`config.mk`:
```
export PLATFORM = sky130hd
export DESIGN_NAME = crc_frame_engine
export DESIGN_NICKNAME = d
export VERILOG_FILES = /design/src/rtl/crc_pkg.sv /design/src/rtl/crc_beat_step.sv /design/src/rtl/crc_frame_engine.sv
export SDC_FILE = /design/constraint.sdc
export NUM_CORES = 1
export LEC_CHECK = 0
export ABC_AREA = 1
export CORE_ASPECT_RATIO = 0.9
export CORE_MARGIN = 2
export CORE_UTILIZATION = 50
export CTS_CLUSTER_SIZE = 20
export DETAILED_ROUTE_END_ITERATION = 12
export GPL_TIMING_DRIVEN = 0
export PLACE_DENSITY_LB_ADDON = 0.3
export SYNTH_ARGS = -nofsm -noshare
export SYNTH_HDL_FRONTEND = slang
export SYNTH_SLANG_ARGS = --single-unit
```
`constraint.sdc`:
```
create_clock -name clk -period 5 [get_ports clk]
set_input_delay 0.5 -clock clk [delete_from_list [all_inputs] [get_ports clk]]
set_output_delay 0.5 -clock clk [all_outputs]
set_load 0.005 [all_outputs]
```
`src/rtl/crc_pkg.sv`:
```
// Shared CRC helpers, FSM state type and standard algorithm presets for the
// frame-based CRC engine.
package crc_pkg;

  typedef enum logic [1:0] {
    IDLE = 2'd0,
    RUN  = 2'd1,
    DONE = 2'd2
  } state_t;

  localparam logic [31:0] CRC32_ETH_POLY      = 32'h04C11DB7;
  localparam logic [31:0] CRC32_ETH_INIT      = 32'hFFFFFFFF;
  localparam logic [31:0] CRC32_ETH_XOR_OUT   = 32'hFFFFFFFF;
  localparam logic [31:0] CRC32_ETH_RESIDUE   = 32'hDEBB20E3;

  localparam logic [31:0] CRC16_CCITT_POLY    = 32'h00001021;
  localparam logic [31:0] CRC16_CCITT_INIT    = 32'h0000FFFF;
  localparam logic [31:0] CRC16_CCITT_XOR_OUT = 32'h00000000;
  localparam logic [31:0] CRC16_CCITT_RESIDUE = 32'h00000000;

  localparam logic [31:0] CRC8_SMBUS_POLY     = 32'h00000007;
  localparam logic [31:0] CRC8_SMBUS_INIT     = 32'h00000000;
  localparam logic [31:0] CRC8_SMBUS_XOR_OUT  = 32'h00000000;
  localparam logic [31:0] CRC8_SMBUS_RESIDUE  = 32'h00000000;

  function automatic logic [31:0] width_mask(input int width);
    logic [31:0] m;
    m = '0;
    for (int i = 0; i < 32; i++) begin
      if (i < width) m[i] = 1'b1;
    end
    return m;
  endfunction

  // Bit-reverses the low `width` bits; upper bits of the result are zero.
  function automatic logic [31:0] reflect_n(input logic [31:0] value, input int width);
    logic [31:0] v;
    logic [31:0] r;
    v = value;
    r = '0;
    for (int i = 0; i < 32; i++) begin
      if (i < width) begin
        r = {r[30:0], v[0]};
        v = v >> 1;
      end
    end
    return r;
  endfunction

  function automatic logic [31:0] crc_byte_step(input logic [31:0] crc,
                                                input logic [7:0]  data,
                                                input logic [31:0] poly,
                                                input logic        reflect,
                                                input int          width);
    logic [31:0] mask;
    logic [31:0] c;
    logic [31:0] p;
    logic [31:0] top;
    logic        fb;
    mask = width_mask(width);
    c    = crc & mask;
    if (reflect) begin
      p = reflect_n(poly & mask, width);
      for (int i = 0; i < 8; i++) begin
        fb = c[0] ^ data[i];
        c  = c >> 1;
        if (fb) c = c ^ p;
      end
    end else begin
      p   = poly & mask;
      top = 32'h1 << (width - 1);
      for (int i = 7; i >= 0; i--) begin
        fb = ((c & top) != 32'h0) ^ data[i];
        c  = (c << 1) & mask;
        if (fb) c = c ^ p;
      end
    end
    return c;
  endfunction

endpackage

```
`src/rtl/crc_beat_step.sv`:
```
// Combinational CRC update across one beat: byte 0 is folded first, and
// bytes whose keep bit is clear pass the register through unchanged.
module crc_beat_step
  import crc_pkg::*;
#(
  parameter int          CRC_W      = 32,
  parameter int          DATA_BYTES = 4,
  parameter logic [31:0] POLY       = CRC32_ETH_POLY,
  parameter bit          REFLECT    = 1'b1
) (
  input  logic [CRC_W-1:0]        crc_in,
  input  logic [8*DATA_BYTES-1:0] data,
  input  logic [DATA_BYTES-1:0]   keep,
  output logic [CRC_W-1:0]        crc_out
);

  logic [CRC_W-1:0] stage [DATA_BYTES+1];

  assign stage[0] = crc_in;

  for (genvar gi = 0; gi < DATA_BYTES; gi++) begin : g_byte
    logic [CRC_W-1:0] stepped;
    assign stepped = CRC_W'(crc_byte_step(32'(stage[gi]), data[8*gi +: 8],
                                          POLY, REFLECT, CRC_W));
    assign stage[gi+1] = keep[gi] ? stepped : stage[gi];
  end

  assign crc_out = stage[DATA_BYTES];

endmodule

```
`src/rtl/crc_frame_engine.sv`:
```
// Framed, parametrised CRC engine: accumulates beats between sof and eof,
// then holds crc_value/crc_ok until the consumer takes the result.
module crc_frame_engine
  import crc_pkg::*;
#(
  parameter int          CRC_W      = 32,
  parameter int          DATA_BYTES = 4,
  parameter logic [31:0] POLY       = CRC32_ETH_POLY,
  parameter logic [31:0] INIT       = CRC32_ETH_INIT,
  parameter logic [31:0] XOR_OUT    = CRC32_ETH_XOR_OUT,
  parameter bit          REFLECT    = 1'b1,
  parameter logic [31:0] RESIDUE    = CRC32_ETH_RESIDUE
) (
  input  logic                    clk,
  input  logic                    rst,
  input  logic                    in_valid,
  output logic                    in_ready,
  input  logic [8*DATA_BYTES-1:0] in_data,
  input  logic                    in_sof,
  input  logic                    in_eof,
  input  logic [DATA_BYTES-1:0]   in_keep,
  output logic                    out_valid,
  input  logic                    out_ready,
  output logic [CRC_W-1:0]        crc_value,
  output logic                    crc_ok,
  output logic                    err_orphan,
  output logic                    err_restart
);

  localparam logic [CRC_W-1:0] INIT_W    = INIT[CRC_W-1:0];
  localparam logic [CRC_W-1:0] XOR_W     = XOR_OUT[CRC_W-1:0];
  localparam logic [CRC_W-1:0] RESIDUE_W = RESIDUE[CRC_W-1:0];

  state_t           state_reg, state_next;
  logic [CRC_W-1:0] crc_reg, crc_next;
  logic [CRC_W-1:0] crc_value_reg, crc_value_next;
  logic             crc_ok_reg, crc_ok_next;
  logic             err_orphan_reg, err_orphan_next;
  logic             err_restart_reg, err_restart_next;

  logic                  accept;
  logic                  take_beat;
  logic [CRC_W-1:0]      step_base;
  logic [DATA_BYTES-1:0] step_keep;
  logic [CRC_W-1:0]      step_crc;

  // Consuming the held result frees the slot in the same cycle.
  assign in_ready  = (state_reg != DONE) | out_ready;
  assign accept    = in_valid & in_ready;
  assign step_base = in_sof ? INIT_W : crc_reg;
  assign step_keep = in_eof ? in_keep : {DATA_BYTES{1'b1}};

  crc_beat_step #(
    .CRC_W      (CRC_W),
    .DATA_BYTES (DATA_BYTES),
    .POLY       (POLY),
    .REFLECT    (REFLECT)
  ) u_beat_step (
    .crc_in  (step_base),
    .data    (in_data),
    .keep    (step_keep),
    .crc_out (step_crc)
  );

  always_comb begin
    state_next       = state_reg;
    crc_next         = crc_reg;
    crc_value_next   = crc_value_reg;
    crc_ok_next      = crc_ok_reg;
    err_orphan_next  = 1'b0;
    err_restart_next = 1'b0;
    take_beat        = 1'b0;

    case (state_reg)
      IDLE: begin
        take_beat       = accept & in_sof;
        err_orphan_next = accept & ~in_sof;
      end
      RUN: begin
        take_beat        = accept;
        err_restart_next = accept & in_sof;
      end
      DONE: begin
        if (out_ready) begin
          state_next      = IDLE;
          take_beat       = accept & in_sof;
          err_orphan_next = accept & ~in_sof;
        end
      end
      default: state_next = IDLE;
    endcase

    if (take_beat) begin
      crc_next = step_crc;
      if (in_eof) begin
        state_next     = DONE;
        crc_value_next = step_crc ^ XOR_W;
        crc_ok_next    = (step_crc == RESIDUE_W);
      end else begin
        state_next = RUN;
      end
    end
  end

  always_ff @(posedge clk or posedge rst) begin
    if (rst) begin
      state_reg       <= IDLE;
      crc_reg         <= INIT_W;
      crc_value_reg   <= '0;
      crc_ok_reg      <= 1'b0;
      err_orphan_reg  <= 1'b0;
      err_restart_reg <= 1'b0;
    end else begin
      state_reg       <= state_next;
      crc_reg         <= crc_next;
      crc_value_reg   <= crc_value_next;
      crc_ok_reg      <= crc_ok_next;
      err_orphan_reg  <= err_orphan_next;
      err_restart_reg <= err_restart_next;
    end
  end

  assign out_valid   = (state_reg == DONE);
  assign crc_value   = crc_value_reg;
  assign crc_ok      = crc_ok_reg;
  assign err_orphan  = err_orphan_reg;
  assign err_restart = err_restart_reg;

endmodule

```
# Yosys cells after proc, flatten, opt, wreduce, memory -nomap -nowiden

Index checks and enable logic that the tools add are counted.

Register bits after elaboration: 69
Output and inout port bits: 37
Logic and storage cells: 133

Equality and inequality tests: 6
Multiplexer cells: 47
Bitwise logic cells: 70
Reductions and logical operators: 4

Operators with widths:

| operator             | count |
|---|---|
| $mux 32              | 37 |
| $not 13->14          | 32 |
| $eq 32x32->1 const B | 1 |
| $not 32->32          | 1 |
| $xor 1x1->1          | 32 |
| $mux 2               | 3 |
| $mux 4               | 1 |
| $pmux 2 s2           | 1 |
| $reduce_and 2->1     | 2 |
| $and 1x1->1          | 3 |
| $mux 1               | 3 |
| $ne 3x1->1 const B   | 1 |
| $pmux 1 s3           | 1 |
| $eq 2x1->1 const B   | 1 |
| $eq 2x2->1 const B   | 1 |
| $logic_not 2->1      | 1 |
| $ne 2x1->1 const B   | 1 |
| $ne 2x2->1 const B   | 1 |
| $pmux 1 s2           | 1 |
| $reduce_or 2->1      | 1 |
| $not 1->1            | 1 |
| $or 1x1->1           | 1 |

# Longest topological paths before layout

Depth after elaboration: 70
Depth in mapped cells: 41
Gate-level depth less buffers: 41

# By module

From an unflattened synthesis, not the netlist that was laid out.

Cells, all modules: 1,656
Area total of the unflattened synthesis: 9,719.3 um^2

By module, submodules not included:

| module           | instances | cells each | area each (um^2) |
|---|---|---|---|
| crc_beat_step    | 1         | 1,318      | 6,652.6 |
| crc_frame_engine | 1         | 338        | 3,066.7 |

# Worst setup path before layout

OpenSTA, ideal clock, no wires.

Path type: input-to-reg
From: input port in_sof
To: register crc_ok_reg, in the netlist crc_ok
Setup time: 0.117 ns
Arrival: 3.456 ns
Slack: 1.427 ns
Stages on the path: 36
Path through: buf_6 > buf_6 > nor2_2 > inv_2 > nand2_1 > nand2_1 > nand2_1 > nand2_1 > nand2_2 > nand3_2 > nand2_2 > nand2_1 > nand2_1 > nand2_2 > nand2_2 > nand2_1 > nand2_2 > nand2_1 > nand2_2 > nand2_1 > nand2_1 > nand2_1 > nand2_1 > nand2_2 > nand2_2 > nand2_2 > nand2_4 > nand2_1 > nand2_2 > xor2_2 > xor2_1 > nand4_1 > nand2_1 > nor2_1 > nand3_1 > nand2_1

Longest elaborated chain between the ends: 53
Elaborated cells between the ends (all ways): 106
Classes of those cells: 1 x eq/ne; 39 x mux; 65 x bitwise; 1 x reduce/logical

Ends and longest elaborated chain:

| what                                             | line                    | text |
|---|---|---|
| from (decl)                                      | crc_frame_engine.sv:19  | `input logic in_sof,` |
| $mux 32                                          | crc_frame_engine.sv:50  | `assign step_base = in_sof ? INIT_W : crc_reg;` |
| $xor 1x1->1 or $not 13->14 (tied branches)       | --                      |  |
| $mux 32                                          | crc_pkg.sv:67           | `if (fb) c = c ^ p;` |
| $mux 32 or $not 13->14 (tied branches)           | --                      |  |
| $mux 32                                          | crc_pkg.sv:67           |  |
| $not 13->14 (no line) or $mux 32 (tied branches) | --                      |  |
| $mux 32                                          | crc_pkg.sv:67           |  |
| $mux 32 or $not 13->14 (tied branches)           | --                      |  |
| (+37 left out)                                   | --                      |  |
| $not 13->14 (no line) or $mux 32 (tied branches) | --                      |  |
| $mux 32                                          | crc_pkg.sv:67           |  |
| $not 13->14 (no line)                            | --                      |  |
| $mux 32                                          | crc_pkg.sv:67           |  |
| $not 13->14 (no line)                            | --                      |  |
| $mux 32                                          | crc_pkg.sv:67           |  |
| $mux 32                                          | crc_beat_step.sv:25     | `assign stage[gi+1] = keep[gi] ? stepped : stage[gi];` |
| $eq 32x32->1                                     | crc_frame_engine.sv:98  | `crc_ok_next = (step_crc == RESIDUE_W);` |
| to (signal assigned)                             | crc_frame_engine.sv:117 | `crc_ok_reg <= crc_ok_next;` |
| to (decl)                                        | crc_frame_engine.sv:37  | `logic crc_ok_reg, crc_ok_next;` |

Parallel ways exist; a longest one is shown, timed or not.
A chain may end at the register's enable or synchronous reset.

# Worst setup path after layout

From: input port in_data[0]
To: register crc_ok_reg, in the netlist crc_ok

Longest elaborated chain between the ends: 52
Elaborated cells between the ends (all ways): 90
Classes of those cells: 1 x eq/ne; 36 x mux; 53 x bitwise

Ends and longest elaborated chain:

| what                                             | line                               | text |
|---|---|---|
| from (decl)                                      | crc_frame_engine.sv:18             | `input logic [8*DATA_BYTES-1:0] in_data,` |
| $xor 1x1->1 *                                    | crc_pkg.sv:65                      | `fb = c[0] ^ data[i];` |
| $mux 32 * (3 in series)                          | crc_pkg.sv:67                      |  |
| $not 13->14 (no line) or $mux 32 (tied branches) | --                                 |  |
| $mux 32 * (5 in series)                          | crc_pkg.sv:67                      |  |
| $mux 32 *                                        | crc_beat_step.sv:25                |  |
| $mux 32 (on tied branches)                       | crc_pkg.sv:67, crc_beat_step.sv:25 |  |
| $xor 1x1->1 or $mux 32 (tied branches)           | crc_pkg.sv:65, crc_pkg.sv:67       |  |
| $mux 32                                          | crc_pkg.sv:67                      |  |
| (+30 left out)                                   | --                                 |  |
| $not 13->14 (no line) or $mux 32 (tied branches) | --                                 |  |
| $mux 32                                          | crc_pkg.sv:67                      |  |
| $not 13->14 (no line)                            | --                                 |  |
| $mux 32                                          | crc_pkg.sv:67                      |  |
| $not 13->14 (no line)                            | --                                 |  |
| $mux 32                                          | crc_pkg.sv:67                      |  |
| $mux 32 *                                        | crc_beat_step.sv:25                |  |
| $eq 32x32->1 *                                   | crc_frame_engine.sv:98             |  |

Every way passes the cells marked *; elsewhere a longest branch is shown, timed or not.

==> flow_metrics.tcl <==
set metrics [dict create \
    outcome "finished, final reports clean" \
    drt_wl_total_um 43100 \
    grt_max_degree 37 \
    die_y_um 139 \
    tightest_slew_ps 999 \
    die_area_mm2 0.0213 \
    drc 0 \
    antenna_found_initial 0 \
    initialDrtViolationCount 1707 \
    critical_path_class "in2reg" \
    grt_usage 0.392 \
    final_max_slew_viol_count 0 \
    cts_tree "done" \
    final_nets 2067 \
    post-place-ws_ps -425 \
    synth_edf_count 0 \
    critPathTopFamily "simple AND/OR/NAND/NOR gates" \
    cpPeakStageDelay_ps 500 \
    drt-pass1-iter-count 6 \
    fin_cells 2285 \
    cts-buffers-inserted 9 \
    arrival_ps 4970 \
    ys_ff_latch 69 \
    rows 49 \
    port_buffers 78 \
    synth_top_area_share 0.372 \
    ctsHoldBuffers 0 \
    required_ps 5270 \
    cp-endpoint "crc_ok" \
    setup_ws_ps 299 \
    synth_ff_type "dfrtp_1" \
    ys_warn_count 0 \
    path_clk_slew_ps 60 \
    placed_cell_area_mm2 0.0112 \
    period_needed_ps 4700 \
    cp.depth 40 \
    synth_area_mm2 0.0101 \
    fp.coreArea_mm2 0.0199 \
    insertion_delay_ps 340 \
    stdcell_area_mm2 0.0119 \
    post-route-period-util 0.940 \
    reg2reg_slack_ps 320 \
    hpwl_um 34400 \
    endpoint_kind "flip-flop" \
    grt_pass1_vias 11700 \
    synth_nets 1967 \
    crit_top_cell "nand2_1" \
    synthCells 1925 \
    r2r-start "crc_reg[2]" \
    yosys.area.top_type "nand2_1" \
    grt_overflow 0 \
    ff2ff_path_depth 39 \
    wire_per_inst_um 18.9 \
    hold_viol_final 0 \
    num-fill-cells 2014 \
    clock-sinks 69 \
    synth_most_common_cell "nand2_1" \
    slew_headroom 0.327 \
    max_freq_ghz 0.213 \
    dieWidth_um 154 \
    h-tree-depth 3 \
    setup_violations 0 \
    skew_ps 5.86 \
    regArea_mm2 0.00177 \
    hp-class "reg2reg" \
    crit_path_start "in_data[0]" \
    root_buffer "clkbuf_16" \
    critPathSlowestCell "clkdlybuf4s50_1" \
    seq_area_frac_synth 0.175 \
    synthToLayoutAreaGrowth_pct 17.8 \
    timing.rr.end "crc_ok" \
    multi_input_area_mm2 0.00778 \
    vias_per_cell 5.78 \
    final_antenna_net_count 0 \
    synthArstFlopShare 1.00 \
    p_per_area_mw_per_mm2 856 \
    final_layout_size_suffix_gt1_frac 0.140 \
    dp.cells 2259 \
    maxCapViolCount 0 \
    total_power_mw 10.2 \
    cp_max_fo 10 \
    start_util 0.507 \
    synthTopCellsByCount "nand2_1, nand3_1, inv_1" \
    yosys-top-cells-area "nand2_1, nand3_1, dfrtp_1" \
    crit_buf_inv 5 \
    io-pin-count 79 \
    num_vias 13200 \
    diodes 0 \
    p_leak_nw 6.59 \
    clockBufferDepth 2 \
    synth_cell_type_count 37 \
    peakVddDrop_mv 0.653 \
    startpoint_type "primary input" \
    syn_avg_cell_area_um2 5.24 \
    grt_first_pass_wirelength_um 65500 \
    routabilityCongestion 1.02 \
]
-- layout by cell type (no fill, tap or decap), types with 3 or more instances in the layout --
master	netlist	final
nand3_2	22	31
clkinvlp_4	0	3
dfstp_2	32	32
nand2_2	81	88
a21oi_1	8	6
nand2_4	13	31
clkbuf_2	0	3
or2_1	4	4
buf_6	6	6
clkdlybuf4s50_1	0	76
o21ai_0	64	60
a31oi_1	9	9
nand3_1	300	291
nor2_1	70	62
dfrtp_1	37	37
nand4_1	7	7
buf_4	3	13
o21ai_1	12	11
clkinv_1	4	3
inv_4	3	5
nand2_1	1000	975
inv_2	16	16
buf_2	7	7
buf_1	5	3
o21ai_2	1	6
xnor2_1	8	8
nor2_4	4	7
inv_1	129	127
nand3b_1	5	5
clkbuf_16	0	9
clkbuf_1	26	25
nor2_2	8	13
xor2_1	30	29
-- area by class of cell --
class	count	share of cell area
multi-input combinational	1657	0.655
sequential	69	0.149
buffer	47	0.0207
clock inverter	7	0.00611
timing repair buffer	89	0.0742
clock buffer	9	0.0190
inverter	152	0.0494
tap	255	0.0269
-- worst min path at each step --
| stage | startpoint | endpoint | slack [ps] | cells past startpoint |
|---|---|---|---|---|
| floorplan | crc_reg[21] | crc_reg[21] | 450 | 2 |
| global placement | crc_reg[21] | crc_reg[21] | 460 | 2 |
| detailed placement | crc_value[22] | crc_value[22] | 470 | 2 |
| CTS | crc_reg[21] | crc_reg[21] | 480 | 2 |
| global route | crc_value[22] | crc_value[22] | 500 | 2 |
| finish | crc_value[2] | crc_value[2] | 490 | 2 |
-- what timing repair did --
item | 4_1_cts | 5_1_grt
gates resized for setup | 12 | 76
cloned | 0 | 0
pin swaps | 0 | 5
buffers inserted | 0 | 10
setup endpoints to repair | 1 | 42
-- cells by family (layout without fill, tap and decap cells) --
| group | Yosys count | count (layout) | share of synthesized area |
|---|---|---|---|
| AND/OR/NAND/NOR | 1520 | 1520 | 0.657 |
| AO/OA/AOI/OAI | 98 | 98 | 0.0513 |
| buffers and inverters | 199 | 304 | 0.0813 |
| XOR/XNOR | 39 | 39 | 0.0346 |
| flip-flops | 69 | 69 | 0.175 |
-- metrics by stage --
stage | utilization | TNS (ps) | hold WS (ps)
2_1_floorplan | - | 0 | 448
3_3_place_gp | 0.563 | -1790 | 460
3_5_place_dp | 0.564 | -2610 | 468
4_1_cts | 0.580 | 0 | 484
5_1_grt | 0.598 | -44.6 | 497
6_report | 0.598 | 0 | 487
-- report_power, final --
part / switching (mW) / internal, mW
combinational: 5.85 / 2.51
sequential: 0.234 / 0.920
clock: 0.257 / 0.387
-- per-layer routing --
| metal | track usage | part of all wire | vias up |
|---|---|---|---|
| li1 | - | - | 6288 |
| met1 | 0.564 | 0.41 | 5956 |
| met2 | 0.592 | 0.43 | 833 |
| met3 | 0.0684 | 0.12 | 131 |
| met4 | 0.136 | 0.039 | 0 |
| met5 | 0 | 0 | - |
-- worst min-delay path: cells and delay by family (launching register included) --
| kind | cells | cell delay [ps] |
|---|---|---|
| DFF | 1 | 340 |
| and+or+nand+nor | 2 | 110 |
Note: power is estimated with default switching activity, not from simulation.
